File: src/rtl/pgm_pkg.sv
// Shared helpers for pipelined_group_min: reduction-tree geometry and derived widths.
package pgm_pkg;

  function automatic int pgm_clog2(input int n);
    int r;
    int v;
    r = 0;
    v = 1;
    while (v < n) begin
      v = v * 2;
      r = r + 1;
    end
    return r;
  endfunction

  function automatic int pgm_max(input int a, input int b);
    return (a > b) ? a : b;
  endfunction

  function automatic int pgm_stages(input int n_items);
    return pgm_max(1, pgm_clog2(n_items));
  endfunction

  function automatic int pgm_beat_w(input int max_beats);
    return pgm_max(1, pgm_clog2(max_beats + 1));
  endfunction

  function automatic int pgm_idx_w(input int max_beats, input int n_items);
    return pgm_max(1, pgm_clog2(max_beats * n_items));
  endfunction

  // Node count at a tree level; an odd count rounds up because the spare node passes through.
  function automatic int pgm_level_nodes(input int n_items, input int level);
    int n;
    n = n_items;
    for (int l = 0; l < level; l++) n = (n + 1) / 2;
    return n;
  endfunction

  function automatic int pgm_level_offset(input int n_items, input int level);
    int off;
    off = 0;
    for (int l = 0; l < level; l++) off += pgm_level_nodes(n_items, l);
    return off;
  endfunction

endpackage

File: src/rtl/min_compare_node.sv
// Registered two-input minimum cell; value sits in the top VAL_W bits, ties keep input a.
// One cycle latency, holds its output while en_i is low.
module min_compare_node
  import pgm_pkg::*;
#(
  parameter int VAL_W = 4,
  parameter int DAT_W = 4
) (
  input  logic             clk,
  input  logic             rstb,
  input  logic             en_i,
  input  logic [DAT_W-1:0] a_i,
  input  logic [DAT_W-1:0] b_i,
  output logic [DAT_W-1:0] y_o
);

  logic [DAT_W-1:0] y_q;
  logic [DAT_W-1:0] y_d;

  always_comb begin
    y_d = a_i;
    if (b_i[DAT_W-1 -: VAL_W] < a_i[DAT_W-1 -: VAL_W]) y_d = b_i;
  end

  always_ff @(posedge clk or negedge rstb) begin
    if (!rstb) y_q <= '0;
    else if (en_i) y_q <= y_d;
  end

  assign y_o = y_q;

endmodule

File: src/rtl/pipelined_group_min.sv
// Per-beat min tree (STAGES regs) then a group accumulator; result STAGES+1 cycles after last beat.
// Whole pipeline stalls while a result waits on out_ready; PGM_ARGMIN_EN adds out_index.
module pipelined_group_min
  import pgm_pkg::*;
#(
  parameter  int NUM_ITEMS  = 7,
  parameter  int ITEM_WIDTH = 4,
  parameter  int MAX_BEATS  = 16,
  localparam int BEAT_W     = pgm_beat_w(MAX_BEATS)
) (
  input  logic                            clk,
  input  logic                            rstb,
  input  logic                            in_valid,
  output logic                            in_ready,
  input  logic [NUM_ITEMS*ITEM_WIDTH-1:0] in_items,
  input  logic                            in_last,
  output logic                            out_valid,
  input  logic                            out_ready,
  output logic [ITEM_WIDTH-1:0]           out_min,
  output logic [BEAT_W-1:0]               out_beats,
  output logic                            out_overflow
`ifdef PGM_ARGMIN_EN
  ,
  output logic [pgm_idx_w(MAX_BEATS, NUM_ITEMS)-1:0] out_index
`endif
);

  localparam int STAGES = pgm_stages(NUM_ITEMS);
  localparam int TOTAL  = pgm_level_offset(NUM_ITEMS, STAGES + 1);

`ifdef PGM_ARGMIN_EN
  localparam int IDX_W = pgm_idx_w(MAX_BEATS, NUM_ITEMS);
  typedef struct packed {
    logic [ITEM_WIDTH-1:0] min;
    logic [IDX_W-1:0]      idx;
  } pgm_node_t;
`else
  typedef struct packed {
    logic [ITEM_WIDTH-1:0] min;
  } pgm_node_t;
`endif

  localparam int DAT_W = $bits(pgm_node_t);

  logic                    advance;
  pgm_node_t [TOTAL-1:0]   node;
  logic [STAGES-1:0]       vld_q, vld_d;
  logic [STAGES-1:0]       lst_q, lst_d;

  assign advance  = !(out_valid && !out_ready);
  assign in_ready = advance;

  // Level 0 is the raw input beat; every later level is registered.
  for (genvar m = 0; m < NUM_ITEMS; m++) begin : g_leaf
    assign node[m].min = in_items[m*ITEM_WIDTH +: ITEM_WIDTH];
`ifdef PGM_ARGMIN_EN
    assign node[m].idx = IDX_W'(m);
`endif
  end

  for (genvar l = 0; l < STAGES; l++) begin : g_lvl
    localparam int NI = pgm_level_nodes(NUM_ITEMS, l);
    localparam int NO = pgm_level_nodes(NUM_ITEMS, l + 1);
    localparam int OI = pgm_level_offset(NUM_ITEMS, l);
    localparam int OO = pgm_level_offset(NUM_ITEMS, l + 1);
    for (genvar k = 0; k < NO; k++) begin : g_node
      localparam int KB = (2*k + 1 < NI) ? 2*k + 1 : 2*k;
      min_compare_node #(
        .VAL_W(ITEM_WIDTH),
        .DAT_W(DAT_W)
      ) u_node (
        .clk  (clk),
        .rstb (rstb),
        .en_i (advance),
        .a_i  (node[OI + 2*k]),
        .b_i  (node[OI + KB]),
        .y_o  (node[OO + k])
      );
    end
  end

  always_comb begin
    vld_d = vld_q;
    lst_d = lst_q;
    if (advance) begin
      vld_d[0] = in_valid;
      lst_d[0] = in_last;
      for (int s = 1; s < STAGES; s++) begin
        vld_d[s] = vld_q[s-1];
        lst_d[s] = lst_q[s-1];
      end
    end
  end

  always_ff @(posedge clk or negedge rstb) begin
    if (!rstb) begin
      vld_q <= '0;
      lst_q <= '0;
    end else begin
      vld_q <= vld_d;
      lst_q <= lst_d;
    end
  end

  pgm_node_t             beat_q;
  logic [ITEM_WIDTH-1:0] acc_min_q, acc_min_d;
  logic                  acc_active_q, acc_active_d;
  logic [BEAT_W-1:0]     beat_cnt_q, beat_cnt_d;
  logic [BEAT_W-1:0]     cnt_inc;
  logic                  take_beat;
  logic [ITEM_WIDTH-1:0] cand_min;
  logic                  out_valid_q, out_valid_d;
  logic [ITEM_WIDTH-1:0] out_min_q, out_min_d;
  logic [BEAT_W-1:0]     out_beats_q, out_beats_d;
  logic                  out_ovf_q, out_ovf_d;

  assign beat_q    = node[TOTAL-1];
  // Strict less-than: on a tie the earlier beat, and so the lower global index, is kept.
  assign take_beat = !acc_active_q || (beat_q.min < acc_min_q);
  assign cand_min  = take_beat ? beat_q.min : acc_min_q;
  assign cnt_inc   = (beat_cnt_q >= BEAT_W'(MAX_BEATS)) ? beat_cnt_q : beat_cnt_q + BEAT_W'(1);

`ifdef PGM_ARGMIN_EN
  logic [IDX_W-1:0] beat_gidx;
  logic [IDX_W-1:0] cand_idx;
  logic [IDX_W-1:0] acc_idx_q, acc_idx_d;
  logic [IDX_W-1:0] out_idx_q, out_idx_d;

  // beat_cnt is the ordinal of the current beat; past saturation the index is don't-care.
  assign beat_gidx = IDX_W'(beat_cnt_q) * IDX_W'(NUM_ITEMS) + beat_q.idx;
  assign cand_idx  = take_beat ? beat_gidx : acc_idx_q;
`endif

  always_comb begin
    acc_min_d    = acc_min_q;
    acc_active_d = acc_active_q;
    beat_cnt_d   = beat_cnt_q;
    out_valid_d  = out_valid_q;
    out_min_d    = out_min_q;
    out_beats_d  = out_beats_q;
    out_ovf_d    = out_ovf_q;
`ifdef PGM_ARGMIN_EN
    acc_idx_d    = acc_idx_q;
    out_idx_d    = out_idx_q;
`endif
    if (advance) begin
      // Advancing with out_valid set implies the held result is being taken this cycle.
      out_valid_d = 1'b0;
      if (vld_q[STAGES-1]) begin
        if (lst_q[STAGES-1]) begin
          out_valid_d  = 1'b1;
          out_min_d    = cand_min;
          out_beats_d  = cnt_inc;
          out_ovf_d    = (beat_cnt_q >= BEAT_W'(MAX_BEATS));
          acc_active_d = 1'b0;
          beat_cnt_d   = '0;
`ifdef PGM_ARGMIN_EN
          out_idx_d    = cand_idx;
`endif
        end else begin
          acc_min_d    = cand_min;
          acc_active_d = 1'b1;
          beat_cnt_d   = cnt_inc;
`ifdef PGM_ARGMIN_EN
          acc_idx_d    = cand_idx;
`endif
        end
      end
    end
  end

  always_ff @(posedge clk or negedge rstb) begin
    if (!rstb) begin
      acc_min_q    <= '0;
      acc_active_q <= 1'b0;
      beat_cnt_q   <= '0;
      out_valid_q  <= 1'b0;
      out_min_q    <= '0;
      out_beats_q  <= '0;
      out_ovf_q    <= 1'b0;
`ifdef PGM_ARGMIN_EN
      acc_idx_q    <= '0;
      out_idx_q    <= '0;
`endif
    end else begin
      acc_min_q    <= acc_min_d;
      acc_active_q <= acc_active_d;
      beat_cnt_q   <= beat_cnt_d;
      out_valid_q  <= out_valid_d;
      out_min_q    <= out_min_d;
      out_beats_q  <= out_beats_d;
      out_ovf_q    <= out_ovf_d;
`ifdef PGM_ARGMIN_EN
      acc_idx_q    <= acc_idx_d;
      out_idx_q    <= out_idx_d;
`endif
    end
  end

  assign out_valid    = out_valid_q;
  assign out_min      = out_min_q;
  assign out_beats    = out_beats_q;
  assign out_overflow = out_ovf_q;
`ifdef PGM_ARGMIN_EN
  assign out_index    = out_idx_q;
`endif

endmodule

File: config.mk
export PLATFORM = sky130hd
export DESIGN_NAME = pipelined_group_min
export DESIGN_NICKNAME = d
export VERILOG_FILES = /design/src/rtl/pgm_pkg.sv /design/src/rtl/min_compare_node.sv /design/src/rtl/pipelined_group_min.sv
export SDC_FILE = /design/constraint.sdc
export NUM_CORES = 1
export LEC_CHECK = 0
export ABC_CLOCK_PERIOD_IN_PS = 1800
export CAP_MARGIN = 25
export CELL_PAD_IN_SITES_DETAIL_PLACEMENT = 1
export CELL_PAD_IN_SITES_GLOBAL_PLACEMENT = 2
export CORE_UTILIZATION = 35
export DETAILED_ROUTE_END_ITERATION = 10
export PLACE_DENSITY_LB_ADDON = 0.1
export SLEW_MARGIN = 0
export SYNTH_ARGS = -nofsm -noshare
export SYNTH_HDL_FRONTEND = slang
export SYNTH_HIERARCHICAL = 1
export SYNTH_SLANG_ARGS = --single-unit
File: constraint.sdc
create_clock -name clk -period 1.8 [get_ports clk]
set_input_delay 0.18 -clock clk [delete_from_list [all_inputs] [get_ports clk]]
set_output_delay 0.18 -clock clk [all_outputs]
set_load 0.02 [all_outputs]
# [Yosys cells after proc, flatten, opt, wreduce, memory -nomap -nowiden]
# Cells that the tools add are included.
[word_totals] elab_cells=47 reg_bits=55
[classes] n_bitwise=2 reduce_logical=8 n_mux=12 n_lt_le_gt_ge=8 n_addsub=1
[op_table] op="4-bit < comparator" n=7
[op_table] op="4-bit two-way mux" n=7
[op_table] op="5-bit two-way mux" n=2
[op_table] op="3-bit AND reduction" n=2
[op_table] op="5-bit by 1-bit adder with 5-bit output (second input constant)" n=1
[op_table] op="5-bit >= comparator (second input constant)" n=1
[op_table] op="1-bit zero test" n=3
[op_table] op="1-bit two-way mux" n=3
[op_table] op="1-bit inverter" n=2
[op_table] op="2-bit AND reduction" n=1
[op_table] op="1-bit logical AND" n=1
[op_table] op="1-bit logical OR" n=1

# [Logic depth before layout (Yosys ltp)]
[logic_depth] ltp_word=4 depth_mapped=7

# [By module]
# The synthesis kept the hierarchy.
[modules_own_cells] mod="min_compare_node" seq_area_each_um2=100.1 cells_each=36 area_each_um2=315.3 n_inst=7
[modules_own_cells] mod="pipelined_group_min" seq_area_each_um2=675.6 cells_each=118 area_each_um2=1340.0 n_inst=1

# [Worst setup path after synthesis]
# Ideal clock, no wire load.
[synth_path] path_type="register to register" startpoint="register out_valid_q, in the netlist out_valid" endpoint="register out_beats_q[0], in the netlist out_beats[0]" n_path_buf=2 path_slack_ps=46 setup_ps=125 required_time_ps=1675 arrival_ps=1629 stages_incl_launch_ff=7 path_cell_list="dfrtp_1 nor2b_4 buf_6 inv_4 and3_4 buf_6 mux2_2"
[synth_via] elab_chain_cells=3
[synth_lines] item="from (decl)" line="pipelined_group_min.sv:112" text="logic out_valid_q, out_valid_d;"
[synth_lines] item="from (signal assigned)" line="pipelined_group_min.sv:189" text="out_valid_q <= out_valid_d;"
[synth_lines] item="1-bit logical AND" line="pipelined_group_min.sv:50" text="assign advance = !(out_valid && !out_ready);"
[synth_lines] item="1-bit inverter (no source line)"
[synth_lines] item="3-bit AND reduction (no source line)"
[synth_lines] item="to (signal assigned)" line="pipelined_group_min.sv:191" text="out_beats_q <= out_beats_d;"
[synth_lines] item="to (decl)" line="pipelined_group_min.sv:114" text="logic [BEAT_W-1:0] out_beats_q, out_beats_d;"
# Every way passes these cells.
# A chain may end at the register's enable or synchronous reset.

# [Worst setup path after layout]
[layout_path] startpoint="register acc_min_q[2]" endpoint="register acc_min_q[0]"
[layout_via] elab_chain_cells=3
[layout_lines] item="from (decl)" line="pipelined_group_min.sv:106" text="logic [ITEM_WIDTH-1:0] acc_min_q, acc_min_d;"
[layout_lines] item="from (signal assigned)" line="pipelined_group_min.sv:186" text="acc_min_q <= acc_min_d;"
[layout_lines] item="4-bit < comparator" line="pipelined_group_min.sv:119" text="assign take_beat = !acc_active_q || (beat_q.min < acc_min_q);"
[layout_lines] item="1-bit logical OR" line="pipelined_group_min.sv:119"
[layout_lines] item="4-bit two-way mux" line="pipelined_group_min.sv:120" text="assign cand_min = take_beat ? beat_q.min : acc_min_q;"
# Every way passes these cells.

==> results.md <==
* Status: completed
* Detailed Routing Iterations Pass 1 at 5
* EDFF count, synth at 0
* Core area at 9820 µm²
* Ant. Diodes at 0
* Initial antenna violation count at 0
* Worst Tran Pin Value at 0.507 ns
* Num ports at 45
* DRC viols at 0
* Die H at 103 µm
* CTS max path bufs at 2
* Clk slew on worst S/H paths at 0.10 ns
* Post-synthesis register bit count at 55
* VDD IR-drop max at 541 µV
* Hold Vio Cnt, Final at 0
* Register area at 1380 µm²
* Number of max-cap violations at 0
* Yosys cell types at 35
* Seq/Total Area, Yosys at 38.8%
* Final worst-path cycle share at 96.2%
* Placement Setup Slack at 0.0355 ns
* Cell taking the most area after synthesis: dfrtp_1
* Min-delay worst type: in -> async
* Share of cells above drive strength 1 at 12.1%
* Total CTS buffers at 5
* # fillers at 1167
* IO Port Bufs at 44
* Total GRT Usage at 17.0%
* Yosys top cell area share at 38.8%
* Critical Path RT at 2.01 ns
* Routed length per placed instance at 15.0 µm
* Die width at 103 µm
* Total power after layout at 6300 µW
* Post-synth ARST share at 100%
* Starting Density at 36.1%
* Main synth FF type: dfrtp_1
* Antenna Nets Post-Route at 0
* Leakage at 0.00193 µW
* Routability cong. at 0.777
* Worst hold slack at 0.364 ns
* Crit path time final at 1.73 ns
* Setup crit end kind: flop
* First-pass GRT wire length at 14300 µm
* Pwr per Cell Area at 1450 nW/µm²
* Grt total ovfl at 0
* Post-Synthesis Net Count at 429
* Worst Setup Path Type: reg -> reg
* Syn. warnings at 6
* RSZ-0062 raised after global routing: no
* Multi-input logic area at 1990 µm²
* CTS Root Buffer Type: clkbuf_8
* CTS tree: built
* Via count at 3019
* Crit start category: flop
* Post-Syn Area per Cell at 9.59 µm²
* Worst R2R Path Depth at 6
* Slew Viols, Final at 0
* Post-Layout Cell Count at 561
* FF-to-FF End: acc_min_q[0]
* Crit-path max FO at 4
* Synth top area cells: dfrtp_1, ha_1, nand4_1, a31oi_1, nor2b_1
* TNS Setup at 0 ns
* Vias in the first global route at 3051
* Pin count of the biggest net entering global routing at 45
* FF-to-FF setup slack at 0.07 ns
* WP data arrival at 1.94 ns
* Post-Route Skew at 0.0125 ns
* Post-Place Cells at 550
* # clock sinks at 55
* Die ar. at 10500 µm²
* Area growth, synth to finish at 22.8%
* # setup viols final at 0
* Slew HR at 66.2%
* Fmax at 0.578 GHz
* Clock latency on the worst-skew pair at 0.32 ns
* Iteration-0 DRC Markers at 92
* Cell row count at 36
* Nets at 486
* Post-Syn Area at 3550 µm²
* RR Startpoint: acc_min_q[2]
* CTS HTree Levels at 2
* Post-Route WL at 8390 µm
* Hpwl dp at 6410 µm
* PnR worst setup slack at 0.0692 ns
* Post-synthesis cell count at 370
* Vias per Instance at 5.38
==> cell type report <==
| type | instances | area share [%] |
|---|---|---|
| inverter | 31 | 2.73 |
| clock buffer | 5 | 1.58 |
| sequential | 55 | 31.6 |
| timing repair buffer | 61 | 14.1 |
| tap | 133 | 3.82 |
| multi-input combinational | 273 | 45.6 |
| clock inverter | 3 | 0.546 |
==> critical path, cell delays in order, from the launching register on <==
cell	delay, ns
dfrtp_1	0.40
inv_1	0.06
ha_1	0.27
or2_4	0.13
a21oi_4	0.07
o31ai_4	0.32
mux2_2	0.38
==> sequential cells by signal, summed over array words and instances (netlist names), 3 cells and up <==
register,cells
acc_min_q,4
beat_cnt_q,5
g_lvl.g_node.u_node/y_o,28
lst_q,3
out_beats,5
out_min,4
vld_q,3
==> how the worst max path moves through the flow <==
stage / depth (start not counted) / from / slack (ns) / end
detailed placement: 4 / out_ready / 0.04 / in_ready
floorplan: 6 / out_valid / 0.05 / out_beats[0]
global placement: 4 / out_ready / 0.06 / in_ready
CTS: 6 / acc_min_q[2] / 0.04 / acc_min_q[0]
finish: 6 / acc_min_q[2] / 0.07 / acc_min_q[0]
global route: 6 / acc_min_q[2] / 0.004 / acc_min_q[0]
==> cell usage in the layout, fill, tap and decap left out, types with 14 or more instances in the layout <==
master / count
nand2_1: 18
ha_1: 26
clkdlybuf4s50_1: 42
nand4_1: 34
inv_1: 30
a31oi_1: 33
nor2_1: 18
nor2b_1: 24
dfrtp_1: 55
nand3_1: 21
o2111ai_1: 14
==> report_power, final <==
| part | switching, µW | internal, µW | total (µW) |
|---|---|---|---|
| registers | 438 | 1730 | 2160 |
| clock network | 441 | 282 | 723 |
| logic | 1770 | 1640 | 3410 |
| total | 2650 | 3650 | 6300 |
==> cell usage after synthesis (2+ instances only) <==
cell type,instances
a31oi_1,33
nor2_1,18
or3b_4,7
nand4_1,34
a21o_1,9
o211a_1,7
o2111ai_1,14
ha_1,26
xnor2_1,2
nand2_1,18
o31ai_1,5
nand3_1,21
inv_1,30
a22o_1,2
mux2_2,11
nor2b_1,24
nor3b_1,7
buf_2,8
dfrtp_1,55
o211ai_1,7
a21oi_1,13
o21ai_0,5
buf_6,2
==> stage by stage <==
step / cell area, µm² / utilization (%)
finish: 4360 / 44.4
global route: 4360 / 44.4
CTS: 4340 / 44.2
detailed placement: 4240 / 43.2
global placement: 4240 / 43.2
floorplan: 3550 / -
==> repair_timing <==
action                                  CTS  global route
gates resized for setup                   1             1
endpoints found under the setup margin    1             4
buffers inserted                          0             2
hold endpoints to repair                 19             0
hold buffers                              1             0
pin swaps                                 0             1
==> layer usage <==
layer	share of wire [%]	vias to the layer above	global-route usage [%]	wire, µm
li1	-	1521	-	-
met1	48	1451	22.0	4040
met2	49	41	29.9	4080
met3	2.3	6	2.58	190
met4	0.98	0	3.74	82
met5	0	-	0	0
==> logic make-up after synthesis <==
| family | after synthesis | synth area share [%] |
|---|---|---|
| flops | 55 | 38.8 |
| simple gates | 135 | 22.4 |
| fa+ha+maj | 26 | 9.17 |
| buf+inv | 42 | 5.22 |
| compound gates | 98 | 20.2 |
| mux | 11 | 3.49 |
| xor+xnor | 3 | 0.741 |
Note: power is estimated with default switching activity, not from simulation.
